**config.mk**
```make
export PLATFORM = sky130hd
export DESIGN_NAME = adc_scan_reader
export DESIGN_NICKNAME = d
export VERILOG_FILES = /design/src/rtl/adc_scan_reader.sv
export SDC_FILE = /design/constraint.sdc
export NUM_CORES = 1
export LEC_CHECK = 0
export BUFFER_PORTS_ARGS = -buffer_cell sky130_fd_sc_hd__buf_2
export CORE_MARGIN = 3
export CORE_UTILIZATION = 40
export CTS_BUF_LIST = sky130_fd_sc_hd__clkbuf_16
export CTS_CLUSTER_DIAMETER = 200
export DETAILED_ROUTE_END_ITERATION = 16
export MAX_ROUTING_LAYER = met4
export PLACE_DENSITY = 0.52
export SETUP_SLACK_MARGIN = 0.1
export SYNTH_ARGS = -nofsm -noshare
export SYNTH_HDL_FRONTEND = slang
export SYNTH_SLANG_ARGS = --single-unit
```
**constraint.sdc**
```tcl
create_clock -name clk -period 5.7 [get_ports clk]
set_clock_uncertainty 0.2 [all_clocks]
set_input_delay 0.855 -clock clk [delete_from_list [all_inputs] [get_ports clk]]
set_output_delay 0.855 -clock clk [all_outputs]
set_load 0.005 [all_outputs]
```
**src/rtl/adc_scan_reader.sv**
```systemverilog
// adc_scan_reader: round-robin SPI ADC channel scanner with optional per-channel averaging
// Ports: clk, rst_n (async, active low); run (level, scan enable); adc_dout (ADC serial data out);
//   sclk / cs_n / din (generated ADC serial clock, chip select, channel address out);
//   samp_data / samp_ch / samp_valid (tagged sample with one-clk strobe); busy (FSM not idle).
module adc_scan_reader #(
  parameter int SYS_DIV    = 2,
  parameter int FRAME_BITS = 16,
  parameter int DATA_W     = 12,
  parameter int ADDR_W     = 3,
  parameter int NUM_CH     = 4,
  parameter int AVG_LOG2   = 0,
  parameter int FRAME_GAP  = 4
) (
  input  logic              clk,
  input  logic              rst_n,
  input  logic              run,
  input  logic              adc_dout,
  output logic              sclk,
  output logic              cs_n,
  output logic              din,
  output logic [DATA_W-1:0] samp_data,
  output logic [ADDR_W-1:0] samp_ch,
  output logic              samp_valid,
  output logic              busy
);
  localparam int DIV_W = SYS_DIV > 1 ? $clog2(SYS_DIV) : 1;
  localparam int BIT_W = FRAME_BITS > 1 ? $clog2(FRAME_BITS) : 1;
  localparam int GAP_W = FRAME_GAP > 1 ? $clog2(FRAME_GAP) : 1;
  localparam int ACC_W = DATA_W + AVG_LOG2;
  localparam int CNT_W = AVG_LOG2 > 0 ? AVG_LOG2 : 1;
  typedef enum logic [1:0] {IDLE, GAP, XFER, DONE} state_t;
  state_t state, state_d;
  logic [DIV_W-1:0] div_cnt;
  logic [BIT_W-1:0] bit_cnt;
  logic [GAP_W-1:0] gap_cnt;
  logic [FRAME_BITS-1:0] din_sr, frame_w;
  logic [DATA_W-1:0] shreg;
  logic [ADDR_W-1:0] ch_ptr, ch_nxt, addr_tx;
  logic prime, gap_end, half_end, bit_end, full, start;
  logic [ACC_W-1:0] acc [NUM_CH];
  logic [CNT_W-1:0] cnt [NUM_CH];
  logic [ACC_W-1:0] sel_acc, sum;
  logic [CNT_W-1:0] sel_cnt;
  assign busy = state != IDLE;
  assign gap_end = gap_cnt == GAP_W'(FRAME_GAP - 1);
  assign half_end = div_cnt == DIV_W'(SYS_DIV - 1);
  assign bit_end = bit_cnt == BIT_W'(FRAME_BITS - 1);
  assign start = state == GAP && gap_end;
  // ch_ptr is the channel whose conversion is read this frame; the address sent selects the next one
  assign ch_nxt = (ch_ptr == ADDR_W'(NUM_CH - 1)) ? '0 : ch_ptr + 1'b1;
  assign addr_tx = prime ? '0 : ch_nxt;
  // address occupies frame bits 2..ADDR_W+1, MSB first, everything else zero
  assign frame_w = {{(FRAME_BITS - ADDR_W){1'b0}}, addr_tx} << (FRAME_BITS - 2 - ADDR_W);
  assign sum = sel_acc + ACC_W'(shreg);
  assign full = sel_cnt == CNT_W'((1 << AVG_LOG2) - 1);
  always_comb begin
    sel_acc = '0;
    sel_cnt = '0;
    for (int i = 0; i < NUM_CH; i++)
      if (ADDR_W'(i) == ch_ptr) begin
        sel_acc = acc[i];
        sel_cnt = cnt[i];
      end
  end
  always_comb begin
    state_d = state;
    case (state)
      IDLE:    state_d = run ? GAP : IDLE;
      GAP:     state_d = gap_end ? XFER : GAP;
      XFER:    state_d = (sclk && half_end && bit_end) ? DONE : XFER;
      default: state_d = run ? GAP : IDLE;
    endcase
  end
  always_ff @(posedge clk or negedge rst_n)
    if (!rst_n) begin
      state      <= IDLE;
      sclk       <= 1'b1;
      cs_n       <= 1'b1;
      din        <= 1'b0;
      din_sr     <= '0;
      shreg      <= '0;
      div_cnt    <= '0;
      bit_cnt    <= '0;
      gap_cnt    <= '0;
      ch_ptr     <= '0;
      prime      <= 1'b1;
      samp_data  <= '0;
      samp_ch    <= '0;
      samp_valid <= 1'b0;
      for (int i = 0; i < NUM_CH; i++) begin
        acc[i] <= '0;
        cnt[i] <= '0;
      end
    end else begin
      state      <= state_d;
      samp_valid <= 1'b0;
      gap_cnt    <= (state == GAP && !gap_end) ? gap_cnt + 1'b1 : '0;
      div_cnt    <= (state == XFER && !half_end) ? div_cnt + 1'b1 : '0;
      if (start) begin
        cs_n    <= 1'b0;
        sclk    <= 1'b0;
        din     <= frame_w[FRAME_BITS-1];
        din_sr  <= frame_w << 1;
        bit_cnt <= '0;
      end else if (state == XFER && half_end) begin
        if (!sclk) begin
          sclk <= 1'b1;
          if (bit_cnt >= BIT_W'(FRAME_BITS - DATA_W))
            shreg <= {shreg[DATA_W-2:0], adc_dout};
        end else if (bit_end) begin
          cs_n <= 1'b1;
        end else begin
          sclk    <= 1'b0;
          bit_cnt <= bit_cnt + 1'b1;
          din     <= din_sr[FRAME_BITS-1];
          din_sr  <= din_sr << 1;
        end
      end
      if (state == DONE) begin
        prime  <= !run;
        ch_ptr <= (!run || prime) ? '0 : ch_nxt;
        if (!prime && full) begin
          samp_valid <= 1'b1;
          samp_data  <= DATA_W'(sum >> AVG_LOG2);
          samp_ch    <= ch_ptr;
        end
        // leaving for IDLE drops partial averages so a restart begins clean
        for (int i = 0; i < NUM_CH; i++)
          if (!run) begin
            acc[i] <= '0;
            cnt[i] <= '0;
          end else if (!prime && ADDR_W'(i) == ch_ptr) begin
            acc[i] <= full ? '0 : sum;
            cnt[i] <= full ? '0 : cnt[i] + 1'b1;
          end
      end
    end
endmodule

```
# [Word level (Yosys, flattened, before mapping)]
# Cells that the tools add are included.
[word_totals] output_inout_bits=20 ff_bits=112 inputBits=4
[classes] reduce_logical=29 n_bitwise=3 n_mux=60 n_addsub=9 order_cmp=1 eq_ne=14
[ops] cell="$mux W12" n=13
[ops] cell="$mux W16" n=4
[ops] cell="$mux W1" n=33
[ops] cell="$mux W4" n=4
[ops] cell="$add A12 B12 Y12" n=1
[ops] cell="$logic_and A1 B1 Y1" n=11
[ops] cell="$ne A2 B1 Y1 const B" n=5
[ops] cell="$reduce_and A2 Y1" n=5
[ops] cell="$mux W3" n=3
[ops] cell="$reduce_bool A2 Y1" n=4
[ops] cell="$eq A2 B2 Y1 const B" n=3
[ops] cell="$eq A2 B3 Y1 const A" n=2
[ops] cell="$reduce_and A3 Y1" n=2
[ops] cell="$add A1 B1 Y1 const B" n=5
[ops] cell="$add A4 B1 Y4 const B" n=1
[ops] cell="$eq A4 B4 Y1 const B" n=1
[ops] cell="$ge A4 B3 Y1 const B" n=1
[ops] cell="$logic_not A1 Y1" n=4
[ops] cell="$mux W2" n=2
[ops] cell="$pmux W2 S2" n=1
[ops] cell="$reduce_and A4 Y1" n=1
[ops] cell="$add A3 B1 Y3 const B" n=1
[ops] cell="$eq A1 B3 Y1 const A" n=1
[ops] cell="$eq A3 B2 Y1 const B" n=1
[ops] cell="5 further kinds" n=7

# [Logic depth before layout (Yosys ltp)]
# Gate-level depths: netlist of the first run.
[depth] depth_word=9 mapped_depth=18

# [Worst setup path before layout of the first run]
# OpenSTA, ideal clock, no wires.
[synth_timing] kind="reg2reg" from="reg ch_ptr[0]" to="reg samp_data[11]" path_stages_with_launch=17 setup_slack_ps=2026 t_required_ps=5375 setup_ps=125 t_arrival_ps=3349 synth_period_minus_slack_ps=3674 path_buffers=2 cell_sequence="dfrtp_1 -> inv_1 -> ha_1 -> buf_4 -> and2b_1 -> buf_4 -> a221oi_1 -> nor3_1 -> a21oi_1 -> nor2_1 -> ha_1 -> a21oi_1 -> o22ai_1 -> o21a_1 -> a211oi_1 -> xnor3_1 -> mux2_2"
[synth_via] elab_chain_len=8 word_cells_on_any_way=16 classes_between="add/sub (1); eq/ne (3); mux (8); bitwise (1); reduce/logical (3)"
[synth_rtl] item="start, declared" line_no="38" source="logic [ADDR_W-1:0] ch_ptr, ch_nxt, addr_tx;"
[synth_rtl] item="start signal, assigned" line_no="121" source="ch_ptr <= (!run || prime) ? '0 : ch_nxt;"
[synth_rtl] item="parallel branches: the longest is 8 deep, another holds $add A12 B12 Y12"
[synth_rtl] item="end signal, assigned" line_no="124" source="samp_data <= DATA_W'(sum >> AVG_LOG2);"
[synth_rtl] item="end, declared" line_no="21" source="output logic [DATA_W-1:0] samp_data,"
# Parallel ways; which one is timed is not known.
# A chain may end at the register's enable or synchronous reset.

# [Final worst setup path of the first run]
[layout_timing] from="reg ch_ptr[1]" to="reg samp_data[11]"
# The elaborated chain is that of the path after synthesis.

==> results of run 1 <==
==> routing by layer <==
layer | GRT usage (%) | vias to the layer above | wire, µm | part of all wire (%)
li1 | - | 1780 | - | -
met1 | 26.8 | 1798 | 5630 | 51
met2 | 25.9 | 57 | 4940 | 45
met3 | 4.51 | 8 | 391 | 3.5
met4 | 4.13 | 0 | 104 | 0.94
met5 | - | - | 0 | 0
==> layout make-up <==
class | instances | share of cell area (%)
multi-input cells | 377 | 41.6
clock inverters | 7 | 1.13
well taps | 143 | 3.31
inverters | 10 | 0.694
clock buffers | 9 | 4.17
repair buffers | 27 | 2.73
flip-flops and latches | 100 | 46.4
==> synth_stat cells (4+ instances only) <==
library cell and count:
a21o_1 4, a21oi_1 38, a221oi_1 6, a22o_1 10, and2_1 5, clkbuf_1 22
dfrtp_1 97, ha_1 21, inv_1 10, mux2_2 17, nand2_1 118, nand3_1 4
nand3b_1 8, nor2_1 35, nor2b_1 9, nor3_1 7, o21a_1 4, o21ai_0 45
o21ai_2 4, xnor2_1 7
==> kinds of logic (layout without fill, tap and decap cells) <==
logic type | count (synthesis) | after routing
buf+inv | 38 | 53
fa+ha+maj | 22 | 22
mux | 17 | 17
flops | 100 | 100
compound gates | 126 | 126
simple gates | 201 | 201
xor+xnor | 11 | 11
==> critical path: stages (launching register included) <==
cell and delay, ns:
dfrtp_1 0.40, inv_1 0.12, ha_1 0.62, and2b_1 0.35
a221oi_1 0.31, nor3_1 0.09, a21oi_1 0.14, nor2_1 0.06
ha_1 0.37, a21oi_1 0.23, o22ai_1 0.17, o21a_1 0.20
a211oi_1 0.29, xnor3_1 0.46, mux2_2 0.29
==> registers in the layout, indices dropped and copies added (netlist names) <==
name	flops
cnt	4
cs_n	1
state	2
sclk	1
samp_valid	1
div_cnt	1
samp_data	12
acc	48
samp_ch	3
bit_cnt	4
shreg	12
ch_ptr	3
gap_cnt	2
din_sr	4
din	1
prime	1
==> worst max-delay path by stage <==
stage                                      to  slack, ns  cells past startpoint
CTS                 samp_data[11]$_DFFE_PN0P_       1.32                     14
global placement    samp_data[11]$_DFFE_PN0P_       1.42                     14
detailed placement  samp_data[11]$_DFFE_PN0P_       1.32                     14
finish              samp_data[11]$_DFFE_PN0P_       1.26                     14
floorplan           samp_data[11]$_DFFE_PN0P_       2.03                     16
global route        samp_data[11]$_DFFE_PN0P_       0.89                     14
==> stage by stage <==
step	utilization [%]	instance area, µm²	hold WS, ns	std cells	power, µW
2_1_floorplan	-	4900	0.214	515	1220
3_3_place_gp	43.7	5120	0.235	657	1360
3_5_place_dp	43.7	5120	0.247	657	1370
4_1_cts	46.2	5410	0.256	673	1970
5_1_grt	46.2	5410	0.277	673	2080
6_report	46.2	5410	0.249	673	1950
==> power groups by stage <==
| stage | sequential [µW] | combinational, µW | clock, µW |
|---|---|---|---|
| detailed placement | 836 | 533 | 0 |
| global route | 833 | 599 | 644 |
| global placement | 834 | 527 | 0 |
| CTS | 824 | 534 | 616 |
| finish | 823 | 529 | 598 |
| floorplan | 827 | 390 | 0 |
==> metrics.md, run 1 <==
| Metric | Value |
|---|---|
| Total core area | 0.0117 mm² |
| Final #Nets | 551 |
| Max-Cap Viols | 0 |
| Sw Pwr | 641 µW |
| Final slew viol count | 0 |
| Setup Buffers After CTS | 0 |
| CTS H-tree lvls | 3 |
| Synth Net Count | 541 |
| Async SR Flop Fraction | 100% |
| Yosys warns | 0 |
| CTS tree | yes |
| Slew @ Worst Pin | approximately 0.9 ns |
| Post-route setup slack | 1.26 ns |
| Commonest non-fill, non-tap cell in the layout | nand2_1 |
| CTS Buf Count | 9 |
| Relative slew slack | 41.3% |
| Distinct cells, synth | a little under 50 |
| Global placer's final weighted congestion | 0.876 |
| Dominant cell type by area after synthesis | dfrtp_1 |
| Mapped Cells | 515 |
| Largest net degree at the start of global routing | 53 |
| Hpwl dp | around 7.8 mm |
| Clock latency on the worst-skew pair | 0.35 ns |
| Sw Share | 32.9% |
| Crit path required time | 5.73 ns |
| Mapped cell area | roughly 0.0049 mm² |
| Crit path time final | 4.44 ns |
| CTS clock-pin slew for the worst setup and hold paths | roughly 0.070 ns |
| Reg2Reg Depth | 14 |
| Vias post-DR | ~3600 |
| Peak VDD IR | 0.000187 V |
| Clock network power share | 30.7% |
| Compound-Gate Fraction of Synth Area | 15.6% |
| Layout cells sized above 1 | between 10% and 20% |
| Initial antenna violation count | 0 |
| Gate power share | between 20% and 30% |
| Post-synthesis average cell area | 9.52 µm² |
| Post-Synth Adder-Cell Area | 5.77% |
| Std-Cell Rows | 39 |
| CP startpoint kind | register |
| CP Max Fanout | 21 |
| Setup TNS after final layout | 0 ns |
| Fmax | 0.225 GHz |
| Io pins | 24 |
| Pre-CTS WS | 1.32 ns |
| Remaining Overflow, GRT | 0 |
| First-pass GRT wire length | approximately 19 mm |
| Max Root-Sink Buffers | 2 |
| Antenna Nets Post-Route | 0 |
| Die Y | around 120 µm |
| Fraction of synthesized area in multiplexers | 3.90% |
| Vias in the first global route | 3571 |
| Synth top area share | roughly half |
| Main synth FF type | dfrtp_1 |
| Outcome | complete, no violations |
| CTS Hold Bufs | 0 |
| WHS Path Cells | 1 |
| Synth top area cells | dfrtp_1 50%, nand2_1 9.0%, ha_1 5.4% |
| Ant. Diodes | 0 |
| Die Footprint | 0.0136 mm² |
| Largest family of logic cells by synthesized area | simple AND/OR/NAND/NOR gates |
| Most frequent cells in the layout | 118 x nand2_1, 97 x dfrtp_1, 45 x o21ai_0, 38 x a21oi_1, 35 x nor2_1 |
| Sequential share of power | 42.2% |
| Seq/Total Area, Yosys | 51.1% |
| PwrDens | 361 mW/mm² |
| Xor and xnor area share after synthesis | 2.25% |
| Hold Vio Cnt, Final | 0 |
| Final WL | around 11 mm |
| RSZ-0062 raised after global routing | no |
| Chip Width | 117 µm |
| P&R area growth vs syn | 10.2% |
| Port Buf Inserts | 23 |
| Critical Path AT | 4.47 ns |
| Register-to-register path setup slack | 1.26 ns |
| Period utilisation layout | 77.9% |
| Post-Synth Simple-Gate Area | 18.2% |
| Hold path start | gap_cnt[0]$_DFF_PN0_ |
| WL/cell | 16.4 µm |
| Worst Setup End Kind | register |
| Pleak | 0.00262 µW |
| Clock Tree Root | clkbuf_16 |
| Starting Density | 41.9% |
| Drt pass-1 iters | 7 |
| DRC viols | 0 |
| Post-cts sizing count | 0 |
| Multi-input logic area | 0.00225 mm² |
| Worst r2r src | ch_ptr[1]$_DFFE_PN0P_ |
| Int Power | between 1000 and 1500 µW |
| EDFF count, synth | 0 |
| # fillers | 1134 |
| Starting DRT DRC Count | 223 |
| CP startpoint | ch_ptr[1]$_DFFE_PN0P_ |
| Hold endpoint | gap_cnt[0]$_DFF_PN0_ |
| GRT Total Usage | a little under a fifth |
| Via density | about 5.4 |
| Sequential Area | 0.00251 mm² |
| R2r endpoint | samp_data[11]$_DFFE_PN0P_ |
| Sink Count | 100 |
| Final setup violation count | 0 |
| Hold Crit Class | register to register |
| Synthesized flop and latch total | 100 |
| Setup CP Type | register to register |
Note: power is estimated with default switching activity, not from simulation.
==> inputs of run 2 (changes only) <==
--- a/config.mk
+++ b/config.mk
@@ -5,6 +5,7 @@
 export SDC_FILE = /design/constraint.sdc
 export NUM_CORES = 1
 export LEC_CHECK = 0
+export ABC_AREA = 1
 export BUFFER_PORTS_ARGS = -buffer_cell sky130_fd_sc_hd__buf_2
 export CORE_MARGIN = 3
 export CORE_UTILIZATION = 40
==> constraint.sdc (replaced) <==
create_clock -name clk -period 4.5 [get_ports clk]
set_clock_uncertainty 0.2 [all_clocks]
set_input_delay 0.675 -clock clk [delete_from_list [all_inputs] [get_ports clk]]
set_output_delay 0.675 -clock clk [all_outputs]
set_load 0.005 [all_outputs]
==> run 2 against run 1 <==
Synthesized area is 0.74% higher. Via count is 8.8% higher. Global-route usage grew 1.9 points. Combinational power rose by 44%. Design area rose by 2.2%. Critical path type unchanged.
==> metrics.md, run 2 <==
| Metric | Value |
|---|---|
| EDFF count, synth | 0 (unchanged) |
| RSZ-0062 raised after global routing | no |
| Clock Tree Root | clkbuf_16 |
| Synth Net Count | 620 (+15%) |
| Top Registers | acc: 48 flops, samp_data: 12 flops, shreg: 12 flops |
| Most frequent cells in the layout | 189 x nand2_1, 97 x dfrtp_1, 61 x o21ai_0, 51 x inv_1, 38 x nand3_1 |
| Multi-input logic area | 0.00213 mm² (-5.5%) |
| Clock latency on the worst-skew pair | 0.35 ns (about the same) |
| Pleak | 0.00289 µW (+11%) |
| Outcome | complete, no violations |
| Post-Layout Cell Count | 784 (+16%) |
| Distinct cells, synth | 33 (-33%) |
| Crit path required time | 4.59 ns (-1.14 ns) |
| Setup CP Type | register to register |
| First-pass GRT wire length | 20.3 mm (+9.1%) |
| Ant. Diodes | 0 (unchanged) |
| Synthesized flop and latch total | 100 (unchanged) |
| Total core area | 0.0118 mm² (+0.42%) |
| CTS tree | yes |
| Setup Buffers After CTS | 0 (unchanged) |
| Max reg flops | 48 (unchanged) |
| Fmax | 0.282 GHz (+25%) |
| WL/cell | 15.6 µm (-5.4%) |
| Yosys warns | 0 (unchanged) |
| Period utilisation layout | 78.9% (+1.0 points) |
| Async SR Flop Fraction | 100% (unchanged) |
| Hold Crit Class | register to register |
| Remaining Overflow, GRT | 0 (unchanged) |
| Antenna Nets Post-Route | 0 (unchanged) |
| CP startpoint kind | register |
| Synth top area cells | dfrtp_1 49%, nand2_1 14%, o21ai_0 6.2% |
| Sequential Area | 0.00251 mm² (unchanged) |
| Starting DRT DRC Count | 264 (+18%) |
| Synth top area share | 49.1% (-0.36 points) |
| Tot Pwr | 2650 µW (+36%) |
| Slew @ Worst Pin | 0.949 ns (+0.0735 ns) |
| Hold Vio Cnt, Final | 0 (unchanged) |
| Layout cells sized above 1 | 10.0% (-3.0 points) |
| Count leader, synth | nand2_1 |
| Global placer's final weighted congestion | 0.882 (+0.72%) |
| Post-cts sizing count | 0 (unchanged) |
| Critical Path AT | 3.64 ns (-0.83 ns) |
| DP Area | 0.00522 mm² (+1.9%) |
| Mapped cell area | 0.00494 mm² (+0.74%) |
| Final slew viol count | 0 (unchanged) |
| Dominant cell type by area after synthesis | dfrtp_1 |
| Synth top cells by count | 189 x nand2_1, 97 x dfrtp_1, 61 x o21ai_0, 50 x inv_1, 38 x nand3_1 |
| Largest net degree at the start of global routing | 74 (+40%) |
| Vias in the first global route | 3834 (+7.4%) |
| Sink Count | 100 (unchanged) |
| Mapped Cells | 594 (+15%) |
| Inst Count DP | 768 (+17%) |
| Chip Width | 117 µm (+0.35%) |
| Post-synthesis average cell area | 8.32 µm² (-13%) |
| P&R area growth vs syn | 11.9% |
| Final WL | 12.2 mm (+10%) |
| Worst Setup End Kind | register |
| Final #Nets | 641 (+16%) |
| Initial antenna violation count | 0 (unchanged) |
| Peak VDD IR | 0.000206 V (+10%) |
| CP startpoint | ch_ptr[0]$_DFFE_PN0P_ |
| GRT Total Usage | 20.2% (+1.9 points) |
| Max Root-Sink Buffers | 2 (unchanged) |
| Commonest non-fill, non-tap cell in the layout | nand2_1 |
| PwrDens | 480 mW/mm² (+33%) |
| Relative slew slack | 36.7% (-4.6 points) |
| Vias post-DR | 3962 (+8.8%) |
| Post-Layout Inst Area | 0.00553 mm² (+2.2%) |
| # fillers | 1131 (-0.26%) |
| Via density | 5.05 (-6.6%) |
| Port Buf Inserts | 23 (unchanged) |
| Worst r2r src | ch_ptr[0]$_DFFE_PN0P_ |
| Die Footprint | 0.0137 mm² (+0.70%) |
| Std-Cell Rows | 39 (unchanged) |
| Drt pass-1 iters | 7 (unchanged) |
| Hpwl dp | 8.53 mm (+9.9%) |
| CTS Buf Count | 9 (unchanged) |
| Most flops, register | acc |
| Starting Density | 42.0% (+0.13 points) |
| CTS clock-pin slew for the worst setup and hold paths | 0.07 ns (about the same) |
| CTS H-tree lvls | 3 (unchanged) |
| CTS Hold Bufs | 0 (unchanged) |
| Seq/Total Area, Yosys | 50.7% (-0.38 points) |
| CP Max Fanout | 17 (-19%) |
| Hold path start | div_cnt$_DFF_PN0_ |
| Crit path time final | 3.55 ns (-0.889 ns) |
| Main synth FF type | dfrtp_1 |
| Setup TNS after final layout | 0 ns (unchanged) |
| DRC viols | 0 (unchanged) |
| Die Y | 117 µm (+0.35%) |
| Max-Cap Viols | 0 (unchanged) |
| Final setup violation count | 0 (unchanged) |
| Io pins | 24 (unchanged) |
==> run 2: per-stage QoR <==
stage | utilization [%] | setup slack (ns) | hold slack [ns]
2_1_floorplan | - | 1.57 | 0.179
3_3_place_gp | 44.4 | 1.03 | 0.220
3_5_place_dp | 44.4 | 0.986 | 0.227
4_1_cts | 47.0 | 0.971 | 0.236
5_1_grt | 47.0 | 0.700 | 0.259
6_report | 47.0 | 0.950 | 0.228
==> run 2: kinds of logic (layout without fill, tap and decap cells) <==
logic type,after synthesis,in the layout,synth area share (%)
AOI/OAI and AO/OA,117,117,13.6
xor gates and xnor gates,8,8,1.42
adders and majority gates,22,22,5.72
buffers and inverters,76,102,6.23
DFF,100,100,50.7
and+or+nand+nor,271,271,22.3
==> run 2: layer usage <==
metal / vias up / wire length [µm] / global-route usage, %
met1: 1868 / 6000 / 28.9
li1: 1979 / - / -
met2: 103 / 5280 / 28.4
met4: 0 / 161 / 6.65
met5: - / 0 / -
met3: 12 / 759 / 4.68
==> run 2: path summary, 6_finish.rpt <==
check,cells past startpoint,to,slack (ns)
max in group asynchronous,2,shreg[1]$_DFFE_PN0P_,2.92
min in group asynchronous,1,state[1]$_DFF_PN0_,0.26
setup / recovery,15,acc[20]$_DFFE_PN0P_,0.95
hold reg to reg,1,div_cnt$_DFF_PN0_,0.23
hold / removal,1,div_cnt$_DFF_PN0_,0.23
setup reg to reg,15,acc[20]$_DFFE_PN0P_,0.95
==> run 2: report_power, final <==
part	leakage, µW	internal (µW)	switching (µW)
combinational	0.00139	234	528
sequential	0.00136	1010	62.7
clock	0.000149	480	340
==> run 2: cell type report <==
type | count | share of cell area, %
sequential | 100 | 45.4
timing repair buffer | 30 | 3.08
tap | 164 | 3.71
inverter | 56 | 3.80
clock buffer | 9 | 4.08
clock inverter | 7 | 1.49
multi-input combinational | 418 | 38.5
==> run 2: critical path: stages, from the launching register on <==
cell	delay [ns]
dfrtp_1	0.40
ha_1	0.25
nand2_2	0.29
inv_1	0.36
nand2_1	0.14
o21ai_0	0.09
ha_1	0.22
fa_1	0.45
nand3_1	0.12
nand2_1	0.08
nand2_1	0.07
nand2_1	0.06
xor2_1	0.18
nor2_1	0.37
nand2_1	0.10
nand2_1	0.08
==> inputs of run 3 (changes only) <==
--- a/config.mk
+++ b/config.mk
@@ -13,7 +13,7 @@
 export CTS_CLUSTER_DIAMETER = 200
 export DETAILED_ROUTE_END_ITERATION = 16
 export MAX_ROUTING_LAYER = met4
-export PLACE_DENSITY = 0.52
+export PLACE_DENSITY = 0.54
 export SETUP_SLACK_MARGIN = 0.1
 export SYNTH_ARGS = -nofsm -noshare
 export SYNTH_HDL_FRONTEND = slang
==> constraint.sdc (replaced) <==
create_clock -name clk -period 2.84 [get_ports clk]
set_clock_uncertainty 0.2 [all_clocks]
set_input_delay 0.426 -clock clk [delete_from_list [all_inputs] [get_ports clk]]
set_output_delay 0.426 -clock clk [all_outputs]
set_load 0.005 [all_outputs]
==> run 3 against run 2 <==
The flow now finishes with violations (negative setup slack). Combinational power grew to 3.1 times the previous value. Critical path type unchanged. Sequential share of layout area decreased by 8.6 points. Highest routed layer unchanged. First-iteration DRC count rose by 25%. Register-to-register slack lost 1.1 ns. Design area grew 24%. Hold slack got worse by 0.11 ns.
==> metrics.md, run 3 (synthesis gave the netlist of run 2 again) <==
| Metric | Value |
|---|---|
| Outcome | finished, violations left |
| Failing checks | negative setup slack |
| Final slew viol count | 0 (unchanged) |
| PwrDens | 756 mW/mm² (+57%) |
| Post-route setup slack | -0.121 ns (-1.07 ns) |
| Commonest non-fill, non-tap cell in the layout | nand2_1 |
| Max-Cap Viols | 0 (unchanged) |
| Max reg flops | 48 (unchanged) |
| Buf/Inv on CP | 4 (+3) |
| Die Footprint | 0.0137 mm² (unchanged) |
| Top Layer Used | met4 |
| CP startpoint kind | register |
| Sw Pwr | 1930 µW (+110%) |
| DRC viols | 0 (unchanged) |
| Sink Count | 100 (unchanged) |
| CTS Buf Count | 9 (unchanged) |
| Most frequent CP cell | nand2_1 |
| CTS clock-pin slew for the worst setup and hold paths | 0.07 ns (about the same) |
| Int Power | 3240 µW (+88%) |
| Clock network power share | 21.4% (-9.5 points) |
| Hpwl dp | 9.15 mm (+7.2%) |
| Std-Cell Rows | 39 (unchanged) |
| Via density | 5.08 (+0.48%) |
| CP Max Fanout | 5 (-12) |
| CTS tree | yes |
| Top Registers | acc: 48 flops, samp_data: 12 flops, shreg: 12 flops |
| Drt pass-1 iters | 5 (-2) |
| Initial antenna violation count | 0 (unchanged) |
| Die Y | 117 µm (unchanged) |
| WL/cell | 15.9 µm (+1.8%) |
| Worst Setup End Kind | register |
| Io pins | 24 (unchanged) |
| Max Root-Sink Buffers | 2 (unchanged) |
| Sw Share | 37.3% (+2.3 points) |
| Slew @ Worst Pin | 0.821 ns (-0.128 ns) |
| Global placer's final weighted congestion | 0.815 (-7.7%) |
| Total core area | 0.0118 mm² (unchanged) |
| Antenna Nets Post-Route | 0 (unchanged) |
| RSZ-0062 raised after global routing | yes |
| Fmax | 0.338 GHz (+20%) |
| Routed met2 length | 6.21 mm (+18%) |
| First-pass GRT wire length | 22.1 mm (+8.5%) |
| Setup TNS after final layout | -2.57 ns (-2.57 ns) |
| Setup CP Type | register to register |
| Crit path required time | 2.94 ns (-1.65 ns) |
| Relative slew slack | 45.3% (+8.5 points) |
| Largest net degree at the start of global routing | 45 (-39%) |
| Gate power share | 45.4% (+17 points) |
| GRT Total Usage | 21.9% (+1.7 points) |
| Post-Layout Inst Area | 0.00683 mm² (+24%) |
| Sequential share of power | 33.2% (-7.2 points) |
| P&R area growth vs syn | 38.3% |
| Starting DRT DRC Count | 329 (+25%) |
| Max incr delay on CP | 0.38 ns (-0.07 ns) |
| Met3 routed WL | 659 µm (-13%) |
| Final setup violation count | 40 (+40) |
| Chip Width | 117 µm (unchanged) |
| Final #Nets | 717 (+12%) |
| Pleak | 0.00340 µW (+17%) |
| Vias in the first global route | 4337 (+13%) |
| Peak VDD IR | 0.000408 V (+98%) |
| Remaining Overflow, GRT | 0 (unchanged) |
| Clock latency on the worst-skew pair | 0.36 ns (about the same) |
| Clock Tree Root | clkbuf_16 |
| Critical Path Slowest Stage Cell | dfrtp_1 |
| Period utilisation layout | 104% (+25 points) |
| Most frequent cells in the layout | 160 x nand2_1, 96 x dfrtp_1, 66 x buf_4, 46 x inv_1, 27 x o21ai_0 |
| Delay-heaviest family, CP | simple AND/OR/NAND/NOR gates |
| Port Buf Inserts | 23 (unchanged) |
| Final WL | 13.6 mm (+12%) |
| # fillers | 1029 (-9.0%) |
| DP Area | 0.00565 mm² (+8.3%) |
| Vias post-DR | 4367 (+10%) |
| Cells along the critical path | inv_2 > ha_4 > inv_4 > nor2_4 > buf_4 > a221oi_2 > o22ai_1 > ha_1 > nand2_2 > inv_1 > nand2_2 > nand2_1 > nand2_1 > nand2_1 > nor2_2 > nand3_2 > nand2_4 > nand3_2 > nand2_1 |
| Ant. Diodes | 0 (unchanged) |
| Met1 Wirelength | 6.40 mm (+6.7%) |
| CTS H-tree lvls | 3 (unchanged) |
| Starting Density | 42.0% (unchanged) |
| Crit path time final | 2.96 ns (-0.589 ns) |
| Hold Vio Cnt, Final | 0 (unchanged) |
| Critical Path AT | 3.06 ns (-0.58 ns) |
| Hold Crit Class | input port to register |
| Most flops, register | acc |
| Layout cells sized above 1 | 36.5% (+26 points) |
-- run 3: changes by cell type in the layout (fill, tap and decap cells not counted), moves of 16 or more --
cell | before | now
nand2_1 | 189 | 160
nand3_1 | 38 | 20
nand2_2 | 1 | 21
o21ai_2 | 4 | 22
nand3_2 | 2 | 19
o21ai_0 | 61 | 27
buf_4 | 8 | 66
o21ai_1 | 6 | 22
-- run 3: per-layer routing --
layer | up-vias | global-route usage, %
li1 | 2137 | -
met1 | 2120 | 28.6
met2 | 84 | 32.0
met3 | 26 | 6.27
met4 | 0 | 9.25
met5 | - | -
-- run 3: final cells by class --
class / count / area (µm²) / share of cell area (%)
timing repair buffer: 105 / 817 / 12.0
timing repair inverter: 1 / 6.26 / 0.0916
clock inverter: 7 / 35.0 / 0.513
inverter: 56 / 225 / 3.30
multi-input combinational: 418 / 2810 / 41.1
tap: 164 / 205 / 3.00
clock buffer: 9 / 225 / 3.30
sequential: 100 / 2510 / 36.7
-- run 3: worst register-to-register path, cell delays in order (launching register included) --
cell and delay [ns]:
dfrtp_1 0.38, inv_2 0.08, ha_4 0.19, inv_4 0.07, nor2_4 0.04, buf_4 0.17, a221oi_2 0.28, o22ai_1 0.13
ha_1 0.37, nand2_2 0.13, inv_1 0.07, nand2_2 0.09, nand2_1 0.06, nand2_1 0.09, nand2_1 0.07, nor2_2 0.13
nand3_2 0.10, nand2_4 0.12, nand3_2 0.07, nand2_1 0.08
-- run 3: per-stage QoR --
stage	util, %	setup WS (ns)	hold WS [ns]	total power [µW]	instances
after global routing	58.1	-0.248	0.132	5490	860
final	58.1	-0.121	0.122	5170	860
after global placement	48.1	-0.302	0.212	3330	819
after CTS	55.1	-0.0942	0.119	4950	854
after floorplan	-	0.0764	-0.0696	2610	594
after detailed placement	48.1	-0.359	0.217	3350	819
-- run 3: power by group through the flow --
stage                     combinational (µW)  clock [µW]  sequential [µW]
final                                   2340        1110             1720
after floorplan                          896           0             1710
after global routing                    2560        1200             1740
after CTS                               2110        1140             1710
after detailed placement                1620           0             1730
after global placement                  1610           0             1720
-- run 3: repair_timing --
item | CTS | global route
endpoints found under the setup margin | 54 | 56
gates resized for setup | 103 | 80
buffers inserted | 17 | 7
cloned | 2 | 0
hold endpoints to repair | 40 | 0
hold buffers | 1 | 0
pin swaps | 41 | 43
-- run 3: final timing paths --
kind | start | to | slack (ns) | cells after the start
worst max-delay path | ch_ptr[1]$_DFFE_PN0P_ | acc[35]$_DFFE_PN0P_ | -0.12 | 19
worst max register to register | ch_ptr[1]$_DFFE_PN0P_ | acc[35]$_DFFE_PN0P_ | -0.12 | 19
worst min register to register | div_cnt$_DFF_PN0_ | div_cnt$_DFF_PN0_ | 0.22 | 1
min in group asynchronous | rst_n | bit_cnt[3]$_DFFE_PN0P_ | 0.41 | 2
max in group asynchronous | rst_n | samp_data[3]$_DFFE_PN0P_ | 1.33 | 3
worst min-delay path | adc_dout | shreg[0]$_DFFE_PN0P_ | 0.12 | 3
